===== config.mk =====
export PLATFORM = sky130hd
export DESIGN_NAME = ycbcr_rgb
export DESIGN_NICKNAME = d
export VERILOG_FILES = /design/src/rtl/ycbcr_rgb_pkg.sv /design/src/rtl/ycbcr_rgb_sat_u8.sv /design/src/rtl/ycbcr_rgb.sv
export SDC_FILE = /design/constraint.sdc
export NUM_CORES = 1
export LEC_CHECK = 0
export ABC_AREA = 1
export BUFFER_PORTS_ARGS = -buffer_cell sky130_fd_sc_hd__buf_2
export CORE_MARGIN = 3
export CORE_UTILIZATION = 35
export CTS_BUF_LIST = sky130_fd_sc_hd__clkbuf_2 sky130_fd_sc_hd__clkbuf_4 sky130_fd_sc_hd__clkbuf_8
export CTS_CLUSTER_SIZE = 10
export DETAILED_ROUTE_END_ITERATION = 10
export PLACE_DENSITY_LB_ADDON = 0.08
export SLEW_MARGIN = 5
export SYNTH_ARGS = -nofsm -noshare
export SYNTH_HDL_FRONTEND = slang
export SYNTH_SLANG_ARGS = --single-unit

===== constraint.sdc =====
create_clock -name sys_clk -period 3.1 [get_ports sys_clk]
set_input_delay 0.155 -clock sys_clk [delete_from_list [all_inputs] [get_ports sys_clk]]
set_output_delay 0.155 -clock sys_clk [all_outputs]
set_load 0.005 [all_outputs]

===== src/rtl/ycbcr_rgb_pkg.sv =====
// Shared ISP constants for the YCbCr <-> RGB colour-space stages.
// Coefficients are x256 fixed point; the +128 rounding term is already
// folded into the offsets. PIPE_DEPTH is shared with the RGB-to-YCbCr stage.
package ycbcr_rgb_pkg;

  localparam int PIPE_DEPTH = 3;

  localparam logic [16:0] K_R_CR = 17'd359;
  localparam logic [16:0] K_G_CB = 17'd88;
  localparam logic [16:0] K_G_CR = 17'd183;
  localparam logic [16:0] K_B_CB = 17'd454;

  localparam logic signed [19:0] OFF_R = -20'sd45824;
  localparam logic signed [19:0] OFF_G =  20'sd34816;
  localparam logic signed [19:0] OFF_B = -20'sd57984;

  // Stage-1 registered products, all unsigned 17 bit.
  typedef struct packed {
    logic [16:0] y256;
    logic [16:0] r_cr;
    logic [16:0] g_cb;
    logic [16:0] g_cr;
    logic [16:0] b_cb;
  } prod_t;

  // Zero-extend an unsigned product into the signed 20-bit sum domain.
  function automatic logic signed [19:0] ext17(input logic [16:0] v);
    return $signed({3'b000, v});
  endfunction

endpackage


===== src/rtl/ycbcr_rgb_sat_u8.sv =====
// sat_u8: combinational clamp of a signed 20-bit value to 8-bit unsigned.
//   din  : signed input (already scaled down by 256)
//   dout : 0 if din < 0, 255 if din > 255, else din[7:0]
module sat_u8 (
  input  logic signed [19:0] din,
  output logic [7:0]         dout
);

  always_comb begin
    dout = din[7:0];
    if (din[19])         dout = 8'h00;
    else if (|din[18:8]) dout = 8'hFF;
  end

endmodule


===== src/rtl/ycbcr_rgb.sv =====
// ycbcr_rgb: 3-stage pipelined YCbCr 4:4:4 to RGB888/RGB565 converter.
//   sys_clk, sys_rst_n          : clock, async active-low reset
//   pre_wr_en/href/vsync        : input pixel valid and frame markers
//   img_y, img_cb, img_cr       : 8-bit pixel (chroma offset by 128)
//   post_wr_en/href/vsync       : markers delayed by PIPE_DEPTH cycles
//   rgb_r/g/b, rgb565_data      : result, forced to 0 when post_wr_en=0
// The datapath free-runs every cycle; only the output is gated by valid.
module ycbcr_rgb
  import ycbcr_rgb_pkg::*;
(
  input  logic        sys_clk,
  input  logic        sys_rst_n,
  input  logic        pre_wr_en,
  input  logic [7:0]  img_y,
  input  logic [7:0]  img_cb,
  input  logic [7:0]  img_cr,
  input  logic        pre_href,
  input  logic        pre_vsync,
  output logic        post_wr_en,
  output logic [7:0]  rgb_r,
  output logic [7:0]  rgb_g,
  output logic [7:0]  rgb_b,
  output logic [15:0] rgb565_data,
  output logic        post_href,
  output logic        post_vsync
);

  prod_t              prod;
  logic signed [19:0] sum_r, sum_g, sum_b;
  logic signed [19:0] sh_r, sh_g, sh_b;
  logic [7:0]         sat_r, sat_g, sat_b;
  logic [7:0]         r_q, g_q, b_q;

  logic [PIPE_DEPTH:1] vld_pipe, href_pipe, vs_pipe;

  // Stage 1: products
  always_ff @(posedge sys_clk or negedge sys_rst_n) begin
    if (!sys_rst_n) begin
      prod <= '0;
    end else begin
      prod.y256 <= {1'b0, img_y, 8'h00};
      prod.r_cr <= 17'(img_cr) * K_R_CR;
      prod.g_cb <= 17'(img_cb) * K_G_CB;
      prod.g_cr <= 17'(img_cr) * K_G_CR;
      prod.b_cb <= 17'(img_cb) * K_B_CB;
    end
  end

  // Stage 2: signed sums; the full range fits comfortably in 20 bits
  always_ff @(posedge sys_clk or negedge sys_rst_n) begin
    if (!sys_rst_n) begin
      sum_r <= '0;
      sum_g <= '0;
      sum_b <= '0;
    end else begin
      sum_r <= ext17(prod.y256) + ext17(prod.r_cr) + OFF_R;
      sum_g <= ext17(prod.y256) - ext17(prod.g_cb) - ext17(prod.g_cr) + OFF_G;
      sum_b <= ext17(prod.y256) + ext17(prod.b_cb) + OFF_B;
    end
  end

  // Stage 3: arithmetic shift (floor divide by 256) then clamp
  assign sh_r = sum_r >>> 8;
  assign sh_g = sum_g >>> 8;
  assign sh_b = sum_b >>> 8;

  sat_u8 u_sat_r (.din(sh_r), .dout(sat_r));
  sat_u8 u_sat_g (.din(sh_g), .dout(sat_g));
  sat_u8 u_sat_b (.din(sh_b), .dout(sat_b));

  always_ff @(posedge sys_clk or negedge sys_rst_n) begin
    if (!sys_rst_n) begin
      r_q <= '0;
      g_q <= '0;
      b_q <= '0;
    end else begin
      r_q <= sat_r;
      g_q <= sat_g;
      b_q <= sat_b;
    end
  end

  // Marker delay lines; bit k holds the marker k cycles late
  always_ff @(posedge sys_clk or negedge sys_rst_n) begin
    if (!sys_rst_n) begin
      vld_pipe  <= '0;
      href_pipe <= '0;
      vs_pipe   <= '0;
    end else begin
      vld_pipe  <= {vld_pipe[PIPE_DEPTH-1:1],  pre_wr_en};
      href_pipe <= {href_pipe[PIPE_DEPTH-1:1], pre_href};
      vs_pipe   <= {vs_pipe[PIPE_DEPTH-1:1],   pre_vsync};
    end
  end

  assign post_wr_en = vld_pipe[PIPE_DEPTH];
  assign post_href  = href_pipe[PIPE_DEPTH];
  assign post_vsync = vs_pipe[PIPE_DEPTH];

  // Gate from the same register that drives post_wr_en: no skew possible
  assign rgb_r       = post_wr_en ? r_q : 8'h00;
  assign rgb_g       = post_wr_en ? g_q : 8'h00;
  assign rgb_b       = post_wr_en ? b_q : 8'h00;
  assign rgb565_data = post_wr_en ? {r_q[7:3], g_q[7:2], b_q[7:3]} : 16'h0000;

endmodule


Word-level counts from Yosys, hierarchy flattened
Index checks and enable logic that the tools add are counted.
- output and inout port bits: 43
- input bits: 29
- flip-flop bits (word level): 161
- word-level logic and storage cells: 38
- reduce and logical (&&, ||, !) cells: 3
- $mul: 4
- multiplexer cells: 10
- add/subtract/negate cells: 7
- operators with widths (operator ; count):
    $mux W8 ; 9
    $add A19 B17 Y20 const B ; 2
    $add A16 B17 Y18 ; 2
    $mul A8 B8 Y16 const B ; 2
    $add A18 B17 Y19 const B ; 1
    $sub A17 B17 Y18 ; 1
    $mul A8 B9 Y17 const B ; 1
    $sub A16 B15 Y17 ; 1
    $mux W16 ; 1
    $mul A8 B4 Y12 const B ; 1
    $reduce_or A4 Y1 ; 3

Longest topological paths before layout
Gate-level depths: netlist of run 1.
- word-level depth: 3
- depth in mapped cells: 19
- mapped depth without buffers: 19

Cells and area by module
Synthesis of run 1 repeated with hierarchy kept, for this count alone.
- cell total of the unflattened synthesis: 1356
- area, all modules: 11297.1 um^2
- modules (own cells, without submodules) (module ; area each (um^2) ; instances ; cells each ; seq. area each (um^2)):
    ycbcr_rgb ; 10659.0 ; 1 ; 1224 ; 3078.0
    sat_u8 ; 212.7 ; 3 ; 44 ; 0.0

Least setup slack after synthesis of run 1
OpenSTA, ideal clock, no wires.
- kind: input -> register
- from: input img_cr[5]
- to: register prod[62] (netlist name)
- arrival time: 3315 ps
- data required time: 3020 ps
- library setup time: 80 ps
- stages: 16
- path buffers: 0
- slack: -295 ps
- path through: fa_1 inv_1 fa_1 inv_1 fa_1 inv_1 fa_1 inv_1 ha_1 nand2_1 inv_1 nand3_1 inv_1 a21o_1 a21oi_1 xnor2_1
- word-level cells in the longest chain between the ends: 1
- RTL lines (what ; line ; text):
    from (decl) ; ycbcr_rgb.sv:16 ; input logic [7:0] img_cr,
    $mul A8 B9 Y17 ; ycbcr_rgb.sv:42 ; prod.r_cr <= 17'(img_cr) * K_R_CR;
    to (decl) ; ycbcr_rgb.sv:28 ; prod_t prod;
No other way between the ends.

Final worst setup path of run 1
- from: input img_cr[5]
- to: register prod[64] (netlist name)
The elaborated chain is that of the path after synthesis.

==> reports/metrics.csv, run 1 <==
stage,metric,value,unit
yosys,post-synthesis sequential element count,123,
sta,ratio of final minimum period to clock period,96.9,%
final_layout,"Core Util, Final",43.8,%
power_and_ir_drop,total power after layout,0.0129,W
cts,clock sink total,123,
sta,final-report setup violation count,0,
min_path,class of the most critical hold timing path,input port to flop,
worst_setup_path,startpoint type of the worst setup path,input port,
floorplanning,Die Span X,181,microns
power_and_ir_drop,worst supply voltage drop on vdd,0.455,mV
status,result of the run,completed,
detailed_routing,wire length after detailed routing,22800,microns
power_and_ir_drop,leakage component of the power,7.29,nW
sta,final hold vios,0,
floorplanning,floorplan row count,63,
yosys,number of library cell types mapped by synthesis,34,
place,pre-CTS setup slack,-0.413,ns
yosys,warning count from the yosys run,0,
cts,count of H-tree levels built during CTS,4,
global_routing,maximum number of pins on one net before global-route repair,53,
yosys,synthesized netlist cell count,1229,
worst_setup_path,crit path capture type,flop,
detailed_routing,drt first pass iters,4,
yosys,commonest register cell after synthesis,sky130_fd_sc_hd__dfrtp_1,
detailed_routing,per-cell routed wire length,12.5,microns
sta,unrepaired setup endpoints after global routing,yes,
cts,Bufs on Longest Clock Path,2,
yosys,Mean Syn Cell Area,8.68,sq um
floorplanning,initial core utilization,35.8,%
sta,Max Fclk,333,MHz
worst_setup_path,CP max FO,4,
final_layout,ANT cells,0,
yosys,number of enable-type register cells in the synthesized netlist,0,
yosys,part of the Yosys area used for sequential elements,28.9,%
worst_setup_path,arrival time of the worst setup path,3.36,ns
sta,Final Max Tran Viols,0,
cts,CTS tree,yes,
global_routing,total global-route track usage,14.4,%
sta,time the final worst path needs with I/O delays and setup,3.00,ns
sta,Max-slew headroom,49.4,%
final_layout,area grow syn2layout,22.3,%
worst_setup_path,critical path start-end classification,input port to flop,
power_and_ir_drop,Power Density,988,nW/um^2
floorplanning,I/O pin total,72,
yosys,async set-or-reset flop fraction in the synthesized netlist,100,%
detailed_routing,number of DRC markers in iteration 0,287,
cts,insertion delay of the later-clocked pin in the worst-skew pair,0.44,ns
run,Max Cap Viol,0,
cts,clk root buf,sky130_fd_sc_hd__clkbuf_8,
global_routing,remaining global-route overflow,0,
place,HPWL reported at the end of detailed placement,19600,microns
floorplanning,vertical extent of the die,181,microns
worst_setup_path,setup slack of the most critical reg-to-reg path,0.18,ns
place,Placer Congestion,0.864,
detailed_routing,DRC Markers,0,
sta,final hold slack,0.0769,ns
global_routing,vias in the first global route,7970,
global_routing,global-route wire length before repair,38500,microns
detailed_routing,routed via count divided by cell count,4.43,
detailed_routing,DR vias,8063,
sta,transition time at the pin with the least slew margin,0.754,ns
sta,final critical-path setup slack,0.0963,ns
yosys,Post-Syn Nets,1506,
final_layout,fraction of final layout cells sized beyond drive strength 1,17.9,%
floorplanning,core outline area,29800,sq um
yosys,combined area of all synthesized cells,10700,sq um
final_layout,number of nets in the layout,1696,
floorplanning,area of the die,32600,sq um
global_routing,antenna violations before repair,0,
detailed_routing,post-route antenna net violation count,0,
sta,worst-case clock skew,0.0164,ns
place,IO buf count,71,
final_layout,fill cell total of the finished layout,3057,
cts,number of CTS-inserted buffers,17,
worst_setup_path,endpoint required time on the critical path,3.45,ns
cts,clock slew at the register clock pins of the worst setup and hold paths,0.08,ns
[metal layers]
layer | vias up | track usage [%] | wire length (microns)
met5 | - | 0 | 0
met4 | 0 | 3.90 | 243
met3 | 14 | 1.92 | 635
met2 | 118 | 23.6 | 10600
met1 | 3679 | 20.1 | 11300
li1 | 4252 | - | -
[what timing repair did]
action | in CTS | in global routing
endpoints found under the setup margin | 1 | 18
resized for setup | 1 | 32
buffers inserted | 0 | 1
hold buffers | 13 | 0
pin swaps | 0 | 5
endpoints found under the hold margin | 62 | 0
cloned | 0 | 0
[worst paths after layout]
path,from,end,depth (start not counted)
worst min-delay path,img_cr[0],prod[51]$_DFF_PN0_,2
worst min register to register,href_pipe[2]$_DFF_PN0_,href_pipe[3]$_DFF_PN0_,0
worst max-delay path,img_cr[5],prod[64]$_DFF_PN0_,17
worst max register to register,prod[78]$_DFF_PN0_,sum_g[16]$_DFF_PN0_,13
min in group asynchronous,sys_rst_n,g_q[0]$_DFF_PN0_,2
max in group asynchronous,sys_rst_n,sum_r[15]$_DFF_PN0_,3
[registers in the layout, indices dropped and copies added, names as in the netlist, 8 cells and up]
register	count
b_q	8
sum_g	11
prod	55
sum_b	12
sum_r	12
r_q	8
g_q	8
[cell type report]
type | instances | area (sq um) | share of cell area, %
Multi-Input combinational cell | 807 | 6650 | 51.0
Sequential cell | 123 | 3080 | 23.6
Timing Repair Buffer | 192 | 1320 | 10.1
Inverter | 278 | 1040 | 8.00
Tap cell | 390 | 488 | 3.74
Clock buffer | 18 | 248 | 1.90
Clock inverter | 14 | 208 | 1.59
[per-stage QoR]
step | cells | instance area (sq um) | TNS (ns)
after floorplan | 1229 | 10800 | -0.374
after global placement | 1776 | 12300 | -6.56
after detailed placement | 1776 | 12300 | -7.32
after CTS | 1821 | 12900 | 0
after global routing | 1822 | 13000 | -0.0201
final | 1822 | 13000 | 0
[critical path: stages]
cell and delay [ns]:
sky130_fd_sc_hd__buf_8 0.11, sky130_fd_sc_hd__fa_1 0.55, sky130_fd_sc_hd__inv_2 0.04, sky130_fd_sc_hd__fa_1 0.49, sky130_fd_sc_hd__inv_2 0.04, sky130_fd_sc_hd__fa_1 0.49, sky130_fd_sc_hd__inv_1 0.05, sky130_fd_sc_hd__fa_1 0.49
sky130_fd_sc_hd__inv_2 0.05, sky130_fd_sc_hd__ha_4 0.30, sky130_fd_sc_hd__nand2_4 0.06, sky130_fd_sc_hd__inv_2 0.05, sky130_fd_sc_hd__nand3_2 0.06, sky130_fd_sc_hd__inv_2 0.06, sky130_fd_sc_hd__nand4_1 0.08, sky130_fd_sc_hd__nand3_1 0.11
sky130_fd_sc_hd__xor2_1 0.18
[cells by family after synthesis]
| logic type | count (synthesis) | synth area share [%] |
|---|---|---|
| fa+ha+maj | 248 | 33.0 |
| simple gates | 335 | 13.2 |
| compound gates | 151 | 7.74 |
| buf+inv | 299 | 11.1 |
| xor+xnor | 73 | 6.07 |
| flops | 123 | 28.9 |
[layout by cell type, fill, tap and decap left out, types with 2 or more instances in the layout]
cell and n:
sky130_fd_sc_hd__inv_1 272, sky130_fd_sc_hd__nand2_1 190, sky130_fd_sc_hd__ha_1 181, sky130_fd_sc_hd__dfrtp_1 122, sky130_fd_sc_hd__buf_4 108, sky130_fd_sc_hd__a21oi_1 70
sky130_fd_sc_hd__buf_2 69, sky130_fd_sc_hd__fa_1 56, sky130_fd_sc_hd__nor2_1 55, sky130_fd_sc_hd__nand3_1 52, sky130_fd_sc_hd__xor2_1 46, sky130_fd_sc_hd__o21ai_0 33
sky130_fd_sc_hd__xnor2_1 26, sky130_fd_sc_hd__clkbuf_8 18, sky130_fd_sc_hd__dlygate4sd3_1 13, sky130_fd_sc_hd__ha_4 11, sky130_fd_sc_hd__nand4_1 10, sky130_fd_sc_hd__a21o_1 9
sky130_fd_sc_hd__a21oi_2 8, sky130_fd_sc_hd__o21ai_1 8, sky130_fd_sc_hd__nor3_1 7, sky130_fd_sc_hd__inv_2 6, sky130_fd_sc_hd__o21bai_1 6, sky130_fd_sc_hd__o21ai_2 6
sky130_fd_sc_hd__nand3b_1 4, sky130_fd_sc_hd__inv_6 4, sky130_fd_sc_hd__bufinv_16 4, sky130_fd_sc_hd__nor3_2 3, sky130_fd_sc_hd__nor4_1 3, sky130_fd_sc_hd__a21oi_4 2
sky130_fd_sc_hd__nor2_2 2, sky130_fd_sc_hd__o2111ai_1 2, sky130_fd_sc_hd__or4_1 2, sky130_fd_sc_hd__clkinv_4 2, sky130_fd_sc_hd__inv_8 2
[Yosys cell counts, drive strengths merged, types with 2 or more instances]
cell type	instances	share of area, %
xnor2	26	2.1
nor4	4	0.23
o2111ai	2	0.16
and2	2	0.14
a21oi	80	3.8
ha	192	23
nand4	10	0.59
dfrtp	123	29
o21bai	6	0.42
nand2	192	6.8
nand3	53	2.5
buf	16	1.1
nor3	10	0.47
inv	278	9.8
or4	2	0.14
clkbuf	5	0.18
fa	56	11
a21o	9	0.63
nor2	57	2.0
nand3b	4	0.28
o21ai	47	2.3
a211oi	2	0.14
xor2	47	3.9
[where the power goes]
group	internal (W)	switching, W	total (W)
clock network	0.000920	0.000703	0.00162
registers	0.00237	0.000251	0.00262
logic	0.00395	0.00468	0.00864
Power figures use the tool's default switching activity.
==> run 2: changes to the inputs <==
Settings changed: SYNTH_HIERARCHICAL from default to 1.
==> reports/metrics.csv, run 2 <==
stage,metric,value,unit,change
worst_setup_path,FF-to-FF path depth,15,,+2
yosys,commonest register cell after synthesis,sky130_fd_sc_hd__dfrtp_1,,
sta,Max Fclk,334,MHz,+0.37%
worst_setup_path,startpoint type of the worst setup path,input port,,
yosys,dominant cells by area after synthesis,"sky130_fd_sc_hd__dfrtp_1, sky130_fd_sc_hd__ha_1, sky130_fd_sc_hd__inv_1, sky130_fd_sc_hd__fa_1, sky130_fd_sc_hd__nand2_1",,
sta,ratio of final minimum period to clock period,96.5,%,-0.36 points
yosys,Post-Syn Nets,1633,,+8.4%
worst_setup_path,endpoint required time on the critical path,3.46,ns,about the same
final_layout,largest register by flop count,prod,,
min_path,end point of the most critical hold path,prod[51]$_DFF_PN0_,,
yosys,post-synthesis sequential element count,123,,unchanged
worst_setup_path,crit path capture type,flop,,
run,Max Cap Viol,0,,unchanged
yosys,adder-cell area share of the yosys netlist,31.2,%,-1.9 points
place,HPWL reported at the end of detailed placement,20500,microns,+4.9%
worst_setup_path,setup slack of the most critical reg-to-reg path,0.13,ns,-0.05 ns
yosys,"area fraction in and, or, nand and nor cells after synthesis",18.1,%,+4.9 points
global_routing,remaining global-route overflow,0,,unchanged
detailed_routing,drt first pass iters,4,,unchanged
sta,final hold slack,0.0380,ns,-0.0389 ns
cts,clock slew at the register clock pins of the worst setup and hold paths,0.09,ns,about the same
detailed_routing,per-cell routed wire length,12.1,microns,-3.3%
global_routing,vias in the first global route,8624,,+8.2%
yosys,area share of the largest cell type after synthesis,27.2,%,-1.6 points
cts,CTS tree,yes,,
detailed_routing,number of DRC markers in iteration 0,258,,-10%
yosys,most frequent cells after synthesis,"sky130_fd_sc_hd__inv_1, sky130_fd_sc_hd__nand2_1, sky130_fd_sc_hd__ha_1",,
power_and_ir_drop,total power after layout,0.0134,W,+4.1%
min_path,hold path depth,2,,unchanged
yosys,most frequent cell after synthesis,sky130_fd_sc_hd__inv_1,,
global_routing,antenna violations before repair,0,,unchanged
min_path,class of the most critical hold timing path,input port to flop,,
yosys,"synthesized-area fraction occupied by ao, oa, aoi and oai cells",5.99,%,-1.8 points
place,IO buf count,71,,unchanged
yosys,library cell occupying the most area in the post-synthesis netlist,sky130_fd_sc_hd__dfrtp_1,,
floorplanning,floorplan row count,65,,+3.2%
place,Placer Congestion,0.841,,-2.6%
detailed_routing,routed via count divided by cell count,4.38,,-1.1%
min_path,start point of the worst min-delay path,img_cr[0],,
cts,count of H-tree levels built during CTS,4,,unchanged
yosys,part of the Yosys area used for sequential elements,27.2,%,-1.6 points
power_and_ir_drop,Power Density,971,nW/um^2,-1.7%
yosys,xor-xnor portion of the synthesized cell area,5.42,%,-0.65 points
yosys,warning count from the yosys run,6,,+6
cts,insertion delay of the later-clocked pin in the worst-skew pair,0.46,ns,+0.02 ns
power_and_ir_drop,worst supply voltage drop on vdd,0.506,mV,+11%
sta,final-report setup violation count,0,,unchanged
final_layout,number of flip-flops in the largest register,55,,unchanged
final_layout,"leading cell type in the layout, fill and taps excluded",sky130_fd_sc_hd__inv_1,,
yosys,mux contribution to synthesized area,0,%,unchanged
worst_setup_path,startpoint of the worst-slack reg-to-reg timing path,prod[80]$_DFF_PN0_,,
yosys,number of enable-type register cells in the synthesized netlist,0,,unchanged
global_routing,global-route wire length before repair,40700,microns,+5.6%
cts,clock sink total,123,,unchanged
floorplanning,core outline area,31700,sq um,+6.4%
sta,transition time at the pin with the least slew margin,0.668,ns,-0.0857 ns
detailed_routing,post-route antenna net violation count,0,,unchanged
floorplanning,vertical extent of the die,186,microns,+2.8%
final_layout,area grow syn2layout,22.2,%,about the same
yosys,synthesized netlist cell count,1356,,+10%
sta,unrepaired setup endpoints after global routing,yes,,
final_layout,fraction of final layout cells sized beyond drive strength 1,19.5,%,+1.5 points
worst_setup_path,Reg2Reg Capture Point,sum_g[18]$_DFF_PN0_,,
floorplanning,I/O pin total,72,,unchanged
sta,Max-slew headroom,55.5,%,+6.1 points
global_routing,maximum number of pins on one net before global-route repair,57,,+7.5%
floorplanning,area of the die,34500,sq um,+5.8%
sta,Final Max Tran Viols,0,,unchanged
floorplanning,Die Span X,186,microns,+2.8%
worst_setup_path,arrival time of the worst setup path,3.35,ns,about the same
power_and_ir_drop,leakage component of the power,7.84,nW,+7.6%
detailed_routing,DRC Markers,0,,unchanged
cts,number of CTS-inserted buffers,17,,unchanged
yosys,Mean Syn Cell Area,8.33,sq um,-4.0%
floorplanning,initial core utilization,35.6,%,-0.17 points
final_layout,largest registers,"prod (55), sum_b (12), sum_r (12)",,
worst_setup_path,critical path start-end classification,input port to flop,,
detailed_routing,DR vias,8610,,+6.8%
yosys,number of library cell types mapped by synthesis,38,,+12%
yosys,combined area of all synthesized cells,11300,sq um,+5.9%
final_layout,"commonest cells after routing, fill and taps aside","sky130_fd_sc_hd__inv_1, sky130_fd_sc_hd__nand2_1, sky130_fd_sc_hd__ha_1",,
sta,final hold vios,0,,unchanged
cts,Bufs on Longest Clock Path,2,,unchanged
status,result of the run,completed,,
cts,clk root buf,sky130_fd_sc_hd__clkbuf_8,,
sta,time the final worst path needs with I/O delays and setup,2.99,ns,-0.0112 ns
sta,worst-case clock skew,0.0225,ns,+0.00612 ns
final_layout,ANT cells,0,,unchanged
final_layout,number of nets in the layout,1830,,+7.9%
detailed_routing,wire length after detailed routing,23900,microns,+4.5%
worst_setup_path,CP max FO,3,,-1
yosys,combinational family with the most area after synthesis,adder cells,,
yosys,async set-or-reset flop fraction in the synthesized netlist,100,%,unchanged
global_routing,total global-route track usage,14.7,%,+0.30 points
-- run 2: cell count changes after synthesis, sizes merged, moves of 4 or more --
cell   before  now
nor2       57   82
xor2       47   43
inv       278  323
o21ai      47   29
a21oi      80   69
nand4      10   17
nand2     192  251
nand3      53   79
nor3       10   14
and2        2    6
-- run 2: layer usage --
metal,GRT usage [%],vias to the layer above,share of wire (%)
li1,-,4598,-
met1,19.8,3886,49
met2,24.7,104,46
met3,1.74,22,2.5
met4,4.71,0,2.1
met5,0,-,0
-- run 2: where the power goes --
part / leakage (nW) / switching (W) / internal [W]
Combinational: 6.18 / 0.00498 / 0.00409
Clock: 0.235 / 0.000704 / 0.000977
Sequential: 1.43 / 0.000297 / 0.00236
-- run 2: final cells by class --
cell class / instances / area, sq um
repair buffers: 199 / 1370
well taps: 402 / 503
flip-flops and latches: 123 / 3080
fillers: 3238 / 17900
inverters: 323 / 1210
multi-input cells: 889 / 7170
clock buffers: 17 / 234
clock inverters: 15 / 238
-- run 2: cells by family after synthesis --
kind of cell,after synthesis
simple gates,451
buf+inv,344
fa+ha+maj,248
flops,123
compound gates,121
xor+xnor,69
-- run 2: worst max path at each step --
stage | endpoint | start | cells after the start | slack (ns)
after CTS | sum_g[18]$_DFF_PN0_ | prod[78]$_DFF_PN0_ | 15 | -0.006
final | prod[63]$_DFF_PN0_ | img_cr[5] | 18 | 0.11
after floorplan | prod[63]$_DFF_PN0_ | img_cr[5] | 17 | -0.14
after detailed placement | prod[63]$_DFF_PN0_ | img_cr[5] | 18 | -0.39
after global routing | sum_g[14]$_DFF_PN0_ | prod[77]$_DFF_PN0_ | 14 | -0.10
after global placement | prod[63]$_DFF_PN0_ | img_cr[5] | 18 | -0.40
-- run 2: critical path: stages --
cell and delay (ns):
sky130_fd_sc_hd__buf_2 0.12, sky130_fd_sc_hd__fa_1 0.53, sky130_fd_sc_hd__inv_1 0.05, sky130_fd_sc_hd__fa_1 0.48, sky130_fd_sc_hd__inv_1 0.05, sky130_fd_sc_hd__fa_1 0.49, sky130_fd_sc_hd__inv_1 0.05, sky130_fd_sc_hd__fa_1 0.48
sky130_fd_sc_hd__inv_2 0.04, sky130_fd_sc_hd__ha_4 0.28, sky130_fd_sc_hd__nand2_4 0.05, sky130_fd_sc_hd__nor2_1 0.08, sky130_fd_sc_hd__nand2_1 0.07, sky130_fd_sc_hd__nand2_2 0.08, sky130_fd_sc_hd__nand2_2 0.06, sky130_fd_sc_hd__nor2_1 0.09
sky130_fd_sc_hd__nor2_1 0.06, sky130_fd_sc_hd__xnor2_1 0.12
-- run 2: repair_timing --
item / in CTS / in global routing
gates resized for setup: 4 / 39
hold buffers: 13 / 0
hold endpoints to repair: 47 / 0
pin swaps: 1 / 17
buffers inserted: 0 / 1
endpoints found under the setup margin: 4 / 17
-- run 2: per-stage QoR --
| stage | util [%] | instance area [sq um] | setup WS [ns] | setup TNS (ns) | std cells |
|---|---|---|---|---|---|
| 2_1_floorplan | - | 11400 | -0.138 | -0.314 | 1356 |
| 3_3_place_gp | 40.9 | 13000 | -0.401 | -6.68 | 1922 |
| 3_5_place_dp | 40.9 | 13000 | -0.388 | -6.82 | 1922 |
| 4_1_cts | 42.8 | 13600 | -0.00596 | -0.00596 | 1967 |
| 5_1_grt | 43.5 | 13800 | -0.101 | -0.252 | 1968 |
| 6_report | 43.5 | 13800 | 0.107 | 0 | 1968 |
==> run 3: changes to the inputs <==
Settings changed: BUFFER_PORTS_ARGS -buffer_cell sky130_fd_sc_hd__buf_2 to -buffer_cell sky130_fd_sc_hd__buf_4.
==> reports/metrics.csv, run 3 (synthesized netlist as in run 2, its figures left out) <==
stage,metric,value,unit,change
sta,time the final worst path needs with I/O delays and setup,2.97,ns,-0.0252 ns
place,HPWL reported at the end of detailed placement,20400,microns,-0.75%
worst_setup_path,Reg2Reg Capture Point,sum_g[18]$_DFF_PN0_,,
sta,transition time at the pin with the least slew margin,0.767,ns,+0.0987 ns
worst_setup_path,startpoint of the worst-slack reg-to-reg timing path,prod[76]$_DFF_PN0_,,
place,IO buf count,71,,unchanged
worst_setup_path,FF-to-FF path depth,15,,unchanged
floorplanning,core outline area,31700,sq um,unchanged
floorplanning,initial core utilization,35.6,%,unchanged
sta,Final Max Tran Viols,0,,unchanged
floorplanning,I/O pin total,72,,unchanged
sta,final hold vios,0,,unchanged
final_layout,Layout Cells excl Fill,1963,,-0.25%
floorplanning,floorplan row count,65,,unchanged
cts,number of CTS-inserted buffers,17,,unchanged
final_layout,area grow syn2layout,22.9,%,
final_layout,"commonest cells after routing, fill and taps aside","sky130_fd_sc_hd__inv_1, sky130_fd_sc_hd__nand2_1, sky130_fd_sc_hd__buf_4",,
status,result of the run,completed,,
detailed_routing,post-route antenna net violation count,0,,unchanged
global_routing,global-route wire length before repair,40400,microns,-0.68%
cts,CTS tree,yes,,
worst_setup_path,crit path capture type,flop,,
worst_setup_path,critical path start-end classification,input port to flop,,
global_routing,total global-route track usage,14.6,%,-0.062 points
sta,final-report setup violation count,0,,unchanged
final_layout,"leading cell type in the layout, fill and taps excluded",sky130_fd_sc_hd__inv_1,,
final_layout,fraction of final layout cells sized beyond drive strength 1,18.9,%,-0.58 points
final_layout,largest registers,"prod (55), sum_b (12), sum_r (12)",,
power_and_ir_drop,worst supply voltage drop on vdd,0.476,mV,-5.8%
detailed_routing,wire length after detailed routing,23600,microns,-1.2%
place,pre-CTS setup slack,-0.400,ns,-0.0126 ns
final_layout,number of flip-flops in the largest register,55,,unchanged
worst_setup_path,endpoint required time on the critical path,3.50,ns,+0.04 ns
sta,Max-slew headroom,48.9,%,-6.6 points
min_path,hold path depth,3,,+1
detailed_routing,number of DRC markers in iteration 0,301,,+17%
run,Max Cap Viol,0,,unchanged
final_layout,ANT cells,0,,unchanged
min_path,end point of the most critical hold path,prod[2]$_DFF_PN0_,,
sta,worst-case clock skew,0.0213,ns,-0.00113 ns
min_path,class of the most critical hold timing path,input port to flop,,
floorplanning,vertical extent of the die,186,microns,unchanged
worst_setup_path,setup slack of the most critical reg-to-reg path,0.22,ns,+0.09 ns
cts,count of H-tree levels built during CTS,4,,unchanged
global_routing,maximum number of pins on one net before global-route repair,64,,+12%
detailed_routing,DRC Markers,0,,unchanged
detailed_routing,drt first pass iters,5,,+1
worst_setup_path,arrival time of the worst setup path,3.37,ns,+0.02 ns
place,count of placed standard cells including taps,1917,,-0.26%
global_routing,remaining global-route overflow,0,,unchanged
power_and_ir_drop,Power Density,961,nW/um^2,-1.0%
floorplanning,Die Span X,186,microns,unchanged
cts,clock sink total,123,,unchanged
sta,ratio of final minimum period to clock period,95.7,%,-0.81 points
cts,clock slew at the register clock pins of the worst setup and hold paths,0.09,ns,about the same
global_routing,vias in the first global route,8482,,-1.6%
cts,Bufs on Longest Clock Path,2,,unchanged
detailed_routing,routed via count divided by cell count,4.35,,-0.67%
worst_setup_path,CP max FO,3,,unchanged
global_routing,antenna violations before repair,0,,unchanged
min_path,start point of the worst min-delay path,img_cb[1],,
final_layout,largest register by flop count,prod,,
floorplanning,area of the die,34500,sq um,unchanged
sta,final critical-path setup slack,0.133,ns,+0.0252 ns
place,Placer Congestion,0.802,,-4.6%
worst_setup_path,startpoint type of the worst setup path,input port,,
final_layout,number of nets in the layout,1825,,-0.27%
power_and_ir_drop,leakage component of the power,7.84,nW,about the same
sta,final-layout setup total negative slack,0,ns,unchanged
detailed_routing,DR vias,8531,,-0.92%
sta,Max Fclk,337,MHz,+0.85%
cts,insertion delay of the later-clocked pin in the worst-skew pair,0.47,ns,about the same
cts,clk root buf,sky130_fd_sc_hd__clkbuf_8,,
detailed_routing,per-cell routed wire length,12.0,microns,-0.97%
-- run 3: cell count changes in the layout (fill, tap and decap cells not counted), moves of 2 or more --
cell,previous run,this run
sky130_fd_sc_hd__nor2_1,75,73
sky130_fd_sc_hd__nor3_2,3,1
sky130_fd_sc_hd__xor2_2,6,1
sky130_fd_sc_hd__inv_6,3,1
sky130_fd_sc_hd__buf_2,70,0
sky130_fd_sc_hd__xor2_1,37,42
sky130_fd_sc_hd__clkinv_4,3,5
sky130_fd_sc_hd__buf_4,114,179
sky130_fd_sc_hd__nand2_2,17,19
sky130_fd_sc_hd__nor2_2,4,6
-- run 3: worst max-delay path: stages --
cell and delay, ns:
sky130_fd_sc_hd__buf_4 0.13, sky130_fd_sc_hd__fa_1 0.54, sky130_fd_sc_hd__inv_1 0.05, sky130_fd_sc_hd__fa_1 0.47, sky130_fd_sc_hd__inv_1 0.05, sky130_fd_sc_hd__fa_1 0.49
sky130_fd_sc_hd__inv_1 0.05, sky130_fd_sc_hd__fa_1 0.49, sky130_fd_sc_hd__inv_2 0.05, sky130_fd_sc_hd__ha_4 0.22, sky130_fd_sc_hd__nand2_1 0.05, sky130_fd_sc_hd__nand2_1 0.08
sky130_fd_sc_hd__a21oi_2 0.12, sky130_fd_sc_hd__nand2_2 0.08, sky130_fd_sc_hd__nand2_2 0.08, sky130_fd_sc_hd__nor2_2 0.03, sky130_fd_sc_hd__nor2_1 0.11, sky130_fd_sc_hd__xnor2_1 0.12
-- run 3: final cells by class --
type                    instances  area, sq um
fillers                      3273        17800
inverters                     323         1210
clock inverters                15          240
repair buffers                194         1500
clock buffers                  17          234
multi-input cells             889         7130
flip-flops and latches        123         3080
well taps                     402          503
-- run 3: timing repair --
action | in CTS | in global routing
setup buffers | 0 | 0
resized for setup | 1 | 37
setup endpoints to repair | 2 | 17
hold buffers | 14 | 0
pin swaps | 0 | 16
endpoints found under the hold margin | 136 | 0
-- run 3: how the worst max path moves through the flow --
stage | startpoint | endpoint | cells past startpoint
global placement | img_cr[5] | prod[63]$_DFF_PN0_ | 18
detailed placement | img_cr[5] | prod[29]$_DFF_PN0_ | 16
floorplan | img_cr[5] | prod[63]$_DFF_PN0_ | 17
global route | prod[76]$_DFF_PN0_ | sum_g[18]$_DFF_PN0_ | 13
CTS | prod[77]$_DFF_PN0_ | sum_g[14]$_DFF_PN0_ | 14
finish | img_cr[5] | prod[63]$_DFF_PN0_ | 18
-- run 3: routing by layer --
metal	vias up	part of all wire (%)	GRT usage (%)
li1	4597	-	-
met1	3805	49	19.5
met2	100	47	24.9
met3	29	2.4	2.11
met4	0	1.6	4.20
met5	-	0	0
-- run 3: through the flow --
stage / area [sq um] / total power [W] / hold WS (ns) / utilization, %
after CTS: 13700 / 0.0132 / 0.114 / 43.2
after floorplan: 11400 / 0.00864 / -0.141 / -
after global placement: 13100 / 0.0114 / 0.264 / 41.3
after detailed placement: 13100 / 0.0114 / 0.266 / 41.3
final: 13900 / 0.0134 / 0.134 / 43.8
after global routing: 13900 / 0.0150 / 0.134 / 43.8
-- run 3: where the power goes --
group	total (W)	switching, W	internal (W)
registers	0.00265	0.000291	0.00236
clock network	0.00167	0.000696	0.000974
logic	0.00903	0.00490	0.00413
